===== src/rtl/fifo_arb_pkg.sv =====
// Shared types and helpers for the FIFO write-port arbiter.
// Round-robin pick is kept here so it can be reused by other schedulers.
package fifo_arb_pkg;

  typedef enum logic {
    IDLE,
    GRANT
  } arb_state_e;

  localparam int MAX_REQ   = 8;
  localparam int MAX_IDX_W = 3;

  // Grant index width; never collapses to zero bits.
  function automatic int idx_w(input int n);
    return (n > 1) ? $clog2(n) : 1;
  endfunction

  // Returns {found, idx}: first set bit scanning from last+1 with wrap.
  // The previous owner is visited last, so it has lowest priority.
  function automatic logic [MAX_IDX_W:0] rr_next(
    input logic [MAX_IDX_W-1:0] last,
    input logic [MAX_REQ-1:0]   valid_vec,
    input int                   n
  );
    logic                 found;
    logic [MAX_IDX_W-1:0] idx;
    int                   j;
    found = 1'b0;
    idx   = '0;
    j     = 0;
    for (int k = 1; k <= MAX_REQ; k++) begin
      if (k <= n) begin
        j = (int'(last) + k) % n;
        if (!found && valid_vec[j[MAX_IDX_W-1:0]]) begin
          found = 1'b1;
          idx   = j[MAX_IDX_W-1:0];
        end
      end
    end
    return {found, idx};
  endfunction

endpackage


===== src/rtl/fifo_wr_arbiter_rr_arb_pick.sv =====
// Combinational round-robin selector.
// Pads the request vector to the package maximum and reuses rr_next.
module rr_arb_pick
  import fifo_arb_pkg::*;
#(
  parameter int NUM_REQ = 4,
  parameter int IW      = idx_w(NUM_REQ)
) (
  input  logic [NUM_REQ-1:0] valid_vec,
  input  logic [IW-1:0]      last_grant,
  output logic               found,
  output logic [IW-1:0]      idx
);

  logic [MAX_REQ-1:0]   vec_pad;
  logic [MAX_IDX_W-1:0] last_pad;
  logic [MAX_IDX_W:0]   pick;

  // Widen inputs to the helper's fixed width and narrow the result back.
  always_comb begin
    vec_pad                = '0;
    vec_pad[NUM_REQ-1:0]   = valid_vec;
    last_pad               = MAX_IDX_W'(last_grant);
    pick                   = rr_next(last_pad, vec_pad, NUM_REQ);
    found                  = pick[MAX_IDX_W];
    idx                    = IW'(pick[MAX_IDX_W-1:0]);
  end

endmodule


===== src/rtl/fifo_wr_arbiter.sv =====
// Write-side scheduler sharing one async-FIFO write port.
// Round-robin grants, bounded bursts, never writes into a full FIFO.
`ifndef DATA_WIDTH
`define DATA_WIDTH 8
`endif

module fifo_wr_arbiter
  import fifo_arb_pkg::*;
#(
  parameter  int DATA_WIDTH = `DATA_WIDTH,
  parameter  int NUM_REQ    = 4,
  parameter  int MAX_BURST  = 4,
  localparam int IW         = idx_w(NUM_REQ),
  localparam int CW         = $clog2(MAX_BURST + 1)
) (
  input  logic                          wclk,
  input  logic                          wrst,
  input  logic [NUM_REQ-1:0]            req_valid,
  input  logic [NUM_REQ*DATA_WIDTH-1:0] req_data,
  output logic [NUM_REQ-1:0]            req_ready,
  output logic                          winc,
  output logic [DATA_WIDTH-1:0]         wdata,
  input  logic                          wfull,
  output logic [IW-1:0]                 grant_id,
  output logic                          busy
);

  arb_state_e      state;
  arb_state_e      state_n;
  logic [CW-1:0]   burst_cnt;
  logic [CW-1:0]   cnt_n;
  logic [IW-1:0]   last_grant;
  logic [IW-1:0]   last_n;
  logic [IW-1:0]   gid_n;
  logic            busy_n;

  logic            pick_found;
  logic [IW-1:0]   pick_idx;
  logic            sel_valid;
  logic [DATA_WIDTH-1:0] sel_data;
  logic            last_beat;
  logic            done;

  rr_arb_pick #(
    .NUM_REQ (NUM_REQ),
    .IW      (IW)
  ) u_pick (
    .valid_vec  (req_valid),
    .last_grant (last_grant),
    .found      (pick_found),
    .idx        (pick_idx)
  );

  // Route the granted requester's valid and data.
  always_comb begin
    sel_valid = req_valid[grant_id];
    sel_data  = req_data[int'(grant_id)*DATA_WIDTH +: DATA_WIDTH];
  end

  // Write-port outputs; all held low in reset and while full.
  always_comb begin
    winc      = 1'b0;
    req_ready = '0;
    wdata     = '0;
    if (!wrst && state == GRANT && !wfull) begin
      req_ready = NUM_REQ'(1) << grant_id;
      winc      = sel_valid;
      if (sel_valid) begin
        wdata = sel_data;
      end
    end
  end

  // Release on the final beat of a burst or when the owner goes quiet.
  // A full FIFO blocks both, so the grant is held across backpressure.
  always_comb begin
    last_beat = winc && (burst_cnt == CW'(MAX_BURST - 1));
    done      = !wfull && !sel_valid;
  end

  // Next-state logic for the grant FSM, counter and owner tracking.
  always_comb begin
    state_n = state;
    cnt_n   = burst_cnt;
    last_n  = last_grant;
    gid_n   = grant_id;
    busy_n  = busy;
    unique case (state)
      IDLE: begin
        if (pick_found) begin
          state_n = GRANT;
          gid_n   = pick_idx;
          cnt_n   = '0;
          busy_n  = 1'b1;
        end
      end
      GRANT: begin
        if (winc) begin
          cnt_n = burst_cnt + CW'(1);
        end
        if (last_beat || done) begin
          state_n = IDLE;
          last_n  = grant_id;
          cnt_n   = '0;
          busy_n  = 1'b0;
        end
      end
      default: begin
        state_n = IDLE;
        busy_n  = 1'b0;
      end
    endcase
  end

  // State registers with synchronous reset.
  always_ff @(posedge wclk) begin
    if (wrst) begin
      state      <= IDLE;
      burst_cnt  <= '0;
      last_grant <= IW'(NUM_REQ - 1);
      grant_id   <= '0;
      busy       <= 1'b0;
    end else begin
      state      <= state_n;
      burst_cnt  <= cnt_n;
      last_grant <= last_n;
      grant_id   <= gid_n;
      busy       <= busy_n;
    end
  end

endmodule


===== config.mk =====
export PLATFORM = sky130hd
export DESIGN_NAME = fifo_wr_arbiter
export DESIGN_NICKNAME = d
export VERILOG_FILES = /design/src/rtl/fifo_arb_pkg.sv /design/src/rtl/fifo_wr_arbiter_rr_arb_pick.sv /design/src/rtl/fifo_wr_arbiter.sv
export SDC_FILE = /design/constraint.sdc
export NUM_CORES = 1
export LEC_CHECK = 0
export ABC_AREA = 1
export CORE_MARGIN = 5
export CORE_UTILIZATION = 35
export CTS_CLUSTER_DIAMETER = 80
export DETAILED_ROUTE_END_ITERATION = 10
export PLACE_DENSITY = 0.76
export SYNTH_ARGS = -nofsm -noshare
export SYNTH_HDL_FRONTEND = slang
export SYNTH_SLANG_ARGS = --single-unit

===== constraint.sdc =====
create_clock -name wclk -period 1.37 [get_ports wclk]
set_clock_uncertainty 0.2 [all_clocks]
set_input_delay 0.274 -clock wclk [delete_from_list [all_inputs] [get_ports wclk]]
set_output_delay 0.274 -clock wclk [all_outputs]
set_load 0.1 [all_outputs]

==> results.py, run 1 <==
metrics = {
    "outcome": {
        "status": "finished with violations",
        "violations_in_the_final_reports": "setup timing",
    },
    "synth": {
        "count_of_flip_flops_with_a_built_in_enable_after_synthesis": 0,
        "synth.cells.most_frequent": "48 x sky130_fd_sc_hd__nand2_1, 20 x sky130_fd_sc_hd__nand3_1, 16 x sky130_fd_sc_hd__nor2_1",
        "syn-mean-instance-area_um2": 6.05,
        "synth_seq_cells": 9,
        "synth_top_area_frac": 0.177,
        "post-synth-top-count-cell": "sky130_fd_sc_hd__nand2_1",
        "ys.flop_type": "sky130_fd_sc_hd__dfxtp_1",
        "gate_count_post_synth": 168,
        "netlist-cell-type-count": 25,
        "async_reset_ff_frac": 0,
        "netlist_top_cells_area": "sky130_fd_sc_hd__dfxtp_1 18%, sky130_fd_sc_hd__nand2_1 18%, sky130_fd_sc_hd__nand3_1 9.9%",
        "synth_top_area_cell": "sky130_fd_sc_hd__dfxtp_1",
        "mappedNetlistArea_um2": 1020,
        "synth.net_count": 209,
        "synth_warnings": 0,
        "yosysSeqAreaShare": 0.177,
    },
    "layout": {
        "number_of_fillers_in_the_final_layout": 70,
        "layout.cell_area.non_filler_um2": 2640,
        "final_layout_size_suffix_gt1_frac": 0.622,
        "layout-area-overhead-vs-synth_pct": 160,
        "nets": 304,
        "antenna_cells": 0,
    },
    "die": {
        "core_area_um2": 2760,
        "total_number_of_placement_rows": 19,
        "effective_utilization_at_floorplan": 0.368,
        "boundaryPins": 55,
        "fp.dieH_um": 63.9,
        "chipWidth_um": 63.9,
        "full_die_area_um2": 4080,
    },
    "clock_network": {
        "cts.sinks": 9,
        "path_clk_slew_ns": 0.08,
        "tritoncts": "yes",
        "tritoncts.num_buffers": 3,
        "htree_num_levels": 1,
        "max-clock-path-buffers": 2,
        "clk_latency_ns": 0.27,
        "cts.root.buffer_cell": "sky130_fd_sc_hd__clkbuf_4",
    },
    "timing": {
        "worst_slack_ns": -0.673,
        "rsz0062_at_grt": "true",
        "finalSetupViolCount": 24,
        "timing_hold_violations_final": 0,
        "worst_slew_margin_rel": 0.782,
        "fin_crit_share": 1.49,
        "finalMaxSlewViolations": 0,
        "max_clock_freq_ghz": 0.489,
        "worst_max_slew_pin_slew_ns": 0.326,
        "final.setup.tns_ns": -12.32,
        "finalWorstPathRequiredPeriod_ns": 2.04,
    },
    "setup_path": {
        "criticalPathCategory": "reg -> out",
        "r2r-end": "burst_cnt[1]",
        "critical-path-slowest-cell": "sky130_fd_sc_hd__dfxtp_4",
        "timing.reg2reg.setup_slack_ns": -0.57,
        "worstSetupStartpointType": "flip-flop",
        "critical_path.n_buffers_inverters": 3,
        "crit_fanout": 7,
        "critical-path-max-stage-delay_ns": 0.43,
        "critPathRequiredTime_ns": 0.90,
        "path_cells": "inv_4 > buf_12 > nand2_1 > a21oi_2 > a221oi_2 > nor2_4 > buf_12",
        "cpLargestDelayFamily": "flip-flops",
        "most_numerous_cell_on_the_critical_path": "sky130_fd_sc_hd__buf_12",
        "timing.reg2reg.worst_path_depth": 14,
        "critical_path.endpoint_type": "output pin",
        "critical_path_arrival_ns": 1.57,
        "r2r-start": "grant_id[0]",
    },
    "placed_design": {
        "gp_congestion": 0.864,
        "postPlaceCellArea_um2": 2260,
        "placement.io_buffers": 54,
        "detailedPlacementHpwl_um": 3730,
    },
    "grt": {
        "grt_use_total": 0.284,
        "antenna_found_initial": 0,
        "grt_max_degree": 10,
        "first_global_vias": 1788,
        "global_route.overflow_total": 0,
        "wire_length_of_the_first_global_routing_pass_um": 9320,
    },
    "route": {
        "drcViolationCount": 0,
        "via_per_inst": 6.14,
        "wl_um": 7380,
        "detail_route.first_pass.iterations": 5,
        "violation_count_after_the_first_detailed_route_iteration": 145,
        "via_count": 1800,
        "antenna_left": 0,
        "wire_per_inst_um": 25.2,
    },
    "worst_hold_path": {
        "holdCritPathClass": "in -> reg",
        "hold-path-cell-count": 3,
        "hold_start": "wrst",
        "hold-path-endpoint": "busy",
    },
    "flow_run": {
        "cap_viol_max_count": 0,
    },
    "power": {
        "static-leakage-power_nw": 1.11,
        "power_density_nw_per_um2": 1090,
        "max-vdd-ir-drop_uv": 1180,
    },
}
stage by stage:
step	cells	utilization	setup WS (ns)	power [mW]	hold WS, ns
2_1_floorplan	168	-	-0.747	1.50	0.133
3_3_place_gp	279	0.819	-0.759	2.04	0.275
3_5_place_dp	279	0.819	-0.841	2.09	0.296
4_1_cts	288	0.897	-0.633	2.54	0.277
5_1_grt	293	0.958	-0.720	2.99	0.295
6_report	293	0.958	-0.673	2.88	0.284
final cells by class:
cell class | instances | area, µm² | share of cell area
Multi-Input combinational cell | 137 | 1220 | 0.463
Timing Repair Buffer | 94 | 1060 | 0.403
Sequential cell | 9 | 200 | 0.0758
Inverter | 18 | 88.8 | 0.0336
Tap cell | 31 | 38.8 | 0.0147
Clock buffer | 4 | 26.3 | 0.00995
placed cells by master, fill, tap and decap left out, types with 8 or more instances in the layout:
cell type and count:
sky130_fd_sc_hd__nand2_2 25, sky130_fd_sc_hd__buf_6 9, sky130_fd_sc_hd__inv_1 9, sky130_fd_sc_hd__clkdlybuf4s50_1 32, sky130_fd_sc_hd__buf_12 19, sky130_fd_sc_hd__nand2_1 16, sky130_fd_sc_hd__a21oi_2 8, sky130_fd_sc_hd__nand2_4 21
sky130_fd_sc_hd__nand3_1 16, sky130_fd_sc_hd__buf_4 28
logic make-up (layout without fill, tap and decap cells):
logic type      count (synthesis)  in the layout  synth area share
simple gates                  109            110             0.544
compound gates                 25             25             0.158
flops                           9              9             0.177
buf+inv                        23            116            0.0960
fa+ha+maj                       2              2            0.0246
state kept, by name (all words and copies together), names as in the netlist:
| name | cells |
|---|---|
| busy | 1 |
| grant_id | 2 |
| last_grant | 2 |
| state | 1 |
| burst_cnt | 3 |
per-layer routing:
layer | GRT usage | part of all wire
met1 | 0.302 | 0.35
met2 | 0.548 | 0.51
met3 | 0.0578 | 0.084
met4 | 0.0883 | 0.056
met5 | 0 | 0
how the worst max path moves through the flow:
stage / slack (ns) / from / to / depth (start not counted)
6_report: -0.67 / grant_id[0] / wdata[5] / 7
5_1_grt: -0.72 / grant_id[0] / wdata[5] / 7
4_1_cts: -0.63 / grant_id[0] / wdata[5] / 6
3_5_place_dp: -0.84 / wfull / req_ready[0] / 5
3_3_place_gp: -0.76 / wfull / req_ready[0] / 5
2_1_floorplan: -0.75 / grant_id[1] / wdata[2] / 5
what timing repair did:
action | CTS | global route
gates resized for setup | 44 | 35
pin swaps | 20 | 33
endpoints found under the setup margin | 24 | 24
setup buffers | 4 | 7
cloned | 1 | 0
hold buffers | 0 | 0
worst register-to-register path, cell delays in order, from the launching register on:
cell                      delay (ns)
sky130_fd_sc_hd__dfxtp_4        0.43
sky130_fd_sc_hd__inv_4          0.07
sky130_fd_sc_hd__nand2_2        0.07
sky130_fd_sc_hd__nand2_2        0.05
sky130_fd_sc_hd__nand2_2        0.08
sky130_fd_sc_hd__nand2_4        0.09
sky130_fd_sc_hd__buf_4          0.15
sky130_fd_sc_hd__buf_6          0.11
sky130_fd_sc_hd__nand2_4        0.07
sky130_fd_sc_hd__nand2_4        0.08
sky130_fd_sc_hd__nand3_4        0.12
sky130_fd_sc_hd__nand2_4        0.08
sky130_fd_sc_hd__nand2_2        0.07
sky130_fd_sc_hd__nand2_1        0.07
sky130_fd_sc_hd__nor2_1         0.11
power breakdown:
part | internal (mW) | total, mW | switching, mW
logic | 0.897 | 2.25 | 1.35
registers | 0.322 | 0.406 | 0.0843
clock network | 0.113 | 0.225 | 0.112
Note: power is estimated with default switching activity, not from simulation.
==> inputs of run 2 (changes only) <==
--- a/config.mk
+++ b/config.mk
@@ -5,9 +5,9 @@
 export SDC_FILE = /design/constraint.sdc
 export NUM_CORES = 1
 export LEC_CHECK = 0
-export ABC_AREA = 1
+export ABC_AREA = 0
 export CORE_MARGIN = 5
-export CORE_UTILIZATION = 35
+export CORE_UTILIZATION = 32
 export CTS_CLUSTER_DIAMETER = 80
 export DETAILED_ROUTE_END_ITERATION = 10
 export PLACE_DENSITY = 0.76
==> run 2 against run 1 <==
Effect of this change:
- the flow still finishes with violations (setup timing)
- final area fell by 23%
- sequential share of layout area increased by 1.9 points
- critical path depth shrank 3
- die area fell by 11%
- synthesized area down 20%
- fmax shrank 4.9%
- utilization fell by 13 points
- total power shrank 56%
- worst setup slack worse by 0.10 ns
- clock-buffer cell count unchanged
- wire length is 51% lower
- flip-flop and latch count is the same
- highest routed layer unchanged
==> results.py, run 2 <==
metrics = {
    "setup_path": {
        "worstSetupStartpointType": "flip-flop",
        "critPathRequiredTime_ns": 0.90,
        "critical-path-max-stage-delay_ns": 0.50,
        "critical_path.endpoint_type": "output pin",
        "critical-path-slowest-cell": "sky130_fd_sc_hd__mux4_2",
        "most_numerous_cell_on_the_critical_path": "sky130_fd_sc_hd__buf_12",
        "crit_fanout": 5,
        "critical_path_arrival_ns": 1.67,
        "path_cells": "buf_12 > mux4_2 > and3_4 > buf_12",
        "cpLargestDelayFamily": "multiplexers",
        "critical_path.n_buffers_inverters": 2,
        "criticalPathCategory": "reg -> out",
    },
    "route": {
        "wl_um": 3640,
        "violation_count_after_the_first_detailed_route_iteration": 39,
        "drcViolationCount": 0,
        "via_per_inst": 5.46,
        "detail_route.first_pass.iterations": 4,
        "wire_per_inst_um": 18.1,
        "antenna_left": 0,
        "via_count": 1098,
    },
    "placed_design": {
        "pre_cts_ws_ns": -0.853,
        "detailedPlacementHpwl_um": 2490,
        "placement.io_buffers": 54,
        "gp_congestion": 0.891,
    },
    "synth": {
        "compound_gate_portion_of_the_synthesized_area": 0.155,
        "yosysSeqAreaShare": 0.222,
        "gate_count_post_synth": 88,
        "netlist-cell-type-count": 29,
        "count_of_flip_flops_with_a_built_in_enable_after_synthesis": 0,
        "synth_top_area_cell": "sky130_fd_sc_hd__mux4_2",
        "async_reset_ff_frac": 0,
        "netlist_top_cells_area": "sky130_fd_sc_hd__mux4_2 25%, sky130_fd_sc_hd__dfxtp_1 22%, sky130_fd_sc_hd__and3_1 6.2%",
        "synth_warnings": 0,
        "mappedNetlistArea_um2": 813,
        "synth_seq_cells": 9,
        "combinational_family_with_the_most_area_after_synthesis": "simple AND/OR/NAND/NOR gates",
        "ys.flop_type": "sky130_fd_sc_hd__dfxtp_1",
        "synthAdderAreaFrac": 0.0308,
        "synth_top_area_frac": 0.249,
        "synth_simple_gate_area_frac": 0.262,
        "synth.cells.most_frequent": "9 x sky130_fd_sc_hd__a21oi_1, 9 x sky130_fd_sc_hd__dfxtp_1, 9 x sky130_fd_sc_hd__mux4_2, 9 x sky130_fd_sc_hd__nor2_1, 8 x sky130_fd_sc_hd__and3_1",
        "synth.net_count": 129,
        "synth-xor-area-share": 0,
        "synth.mux.area_fraction": 0.262,
        "syn-mean-instance-area_um2": 9.24,
    },
    "grt": {
        "antenna_found_initial": 0,
        "global_route.overflow_total": 0,
        "grt_use_total": 0.200,
        "first_global_vias": 1166,
        "grt_max_degree": 10,
        "wire_length_of_the_first_global_routing_pass_um": 5460,
    },
    "outcome": {
        "violations_in_the_final_reports": "setup timing",
        "status": "finished with violations",
    },
    "layout": {
        "nets": 213,
        "top_register": "burst_cnt",
        "final_cell_mix": "32 x sky130_fd_sc_hd__clkdlybuf4s50_1, 19 x sky130_fd_sc_hd__buf_12, 17 x sky130_fd_sc_hd__buf_4",
        "antenna_cells": 0,
        "layout-area-overhead-vs-synth_pct": 149,
        "final_layout_size_suffix_gt1_frac": 0.556,
        "layout_top_registers": "burst_cnt (3), grant_id (2), last_grant (2)",
        "finish.utilization": 0.824,
        "max_reg_flops": 3,
        "mostFrequentLayoutCell": "sky130_fd_sc_hd__clkdlybuf4s50_1",
    },
    "timing": {
        "timing_hold_violations_final": 0,
        "max_clock_freq_ghz": 0.466,
        "fin_crit_share": 1.57,
        "finalSetupViolCount": 23,
        "finalMaxSlewViolations": 0,
        "worst_slew_margin_rel": 0.805,
        "finalWorstPathRequiredPeriod_ns": 2.15,
        "worst_slack_ns": -0.778,
        "worst_max_slew_pin_slew_ns": 0.290,
        "rsz0062_at_grt": "true",
    },
    "die": {
        "chipWidth_um": 60.4,
        "boundaryPins": 55,
        "fp.dieH_um": 60.4,
        "total_number_of_placement_rows": 18,
        "effective_utilization_at_floorplan": 0.331,
        "core_area_um2": 2450,
        "full_die_area_um2": 3650,
    },
    "worst_hold_path": {
        "holdCritPathClass": "reg -> reg",
    },
    "power": {
        "static-leakage-power_nw": 0.820,
        "p_seq_frac": 0.240,
        "total_power_mw": 1.28,
        "clock_share_of_power": 0.174,
        "power_density_nw_per_um2": 632,
        "power.switching_mw": 0.485,
        "power.switching_fraction": 0.379,
        "intPower_mw": 0.794,
        "max-vdd-ir-drop_uv": 739,
        "power.combinational.fraction": 0.586,
    },
    "clock_network": {
        "cts.root.buffer_cell": "sky130_fd_sc_hd__clkbuf_4",
        "tritoncts": "yes",
        "tritoncts.num_buffers": 3,
        "cts.sinks": 9,
        "clk_latency_ns": 0.28,
        "path_clk_slew_ns": 0.07,
        "max-clock-path-buffers": 2,
        "htree_num_levels": 1,
    },
    "flow_run": {
        "cap_viol_max_count": 0,
    },
}
==> run 2: final timing paths <==
path                 from             to  slack [ns]  depth (start not counted)
max reg2reg   grant_id[0]  last_grant[1]       -0.47                          5
max           grant_id[0]       wdata[6]       -0.78                          4
min          burst_cnt[2]   burst_cnt[2]        0.27                          2
min reg2reg  burst_cnt[2]   burst_cnt[2]        0.27                          2
==> run 2: layer usage <==
layer | track usage | wire (µm) | vias to the layer above
met3 | 0.0213 | 279 | 6
met5 | 0 | 0 | -
met1 | 0.241 | 1440 | 535
met4 | 0.0464 | 62 | 0
li1 | - | - | 508
met2 | 0.381 | 1860 | 49
==> run 2: per-stage QoR <==
step	area (µm²)	hold WS [ns]	instances	TNS [ns]
global route	2020	0.294	201	-13.65
detailed placement	1840	0.256	192	-16.45
floorplan	952	0.168	88	-13.80
finish	2020	0.271	201	-12.61
global placement	1840	0.252	192	-15.51
CTS	1990	0.265	200	-12.05
==> run 2: worst reg2reg max path, delay by kind of cell (launching register included) <==
family / cells / cell delay (ns)
multiplexers: 1 / 0.59
AND/OR/NAND/NOR: 2 / 0.13
flip-flops: 1 / 0.40
buffers and inverters: 1 / 0.16
AO/OA/AOI/OAI: 1 / 0.25
==> run 2: cell type report <==
cell class,count,area (µm²)
repair buffers,84,993
multi-input cells,70,759
fillers,145,432
flip-flops and latches,9,191
well taps,30,37.5
clock buffers,4,26.3
inverters,4,15.0
==> run 2: logic make-up (layout without fill, tap and decap cells) <==
group / Yosys count / count (layout)
compound gates: 19 / 19
fa+ha+maj: 2 / 2
buf+inv: 10 / 92
flops: 9 / 9
mux: 10 / 11
simple gates: 38 / 38
==> run 2: repair_timing <==
action	in CTS	in global routing
endpoints found under the setup margin	24	24
pin swaps	15	5
resized for setup	30	9
hold buffers	0	0
gates cloned	1	0
setup buffers	4	3
==> run 2: power by group through the flow <==
stage | registers (mW) | logic (mW) | clock network (mW)
global route | 0.310 | 0.785 | 0.250
detailed placement | 0.308 | 0.661 | 0
finish | 0.307 | 0.749 | 0.222
CTS | 0.306 | 0.721 | 0.222
global placement | 0.306 | 0.646 | 0
floorplan | 0.362 | 0.311 | 0
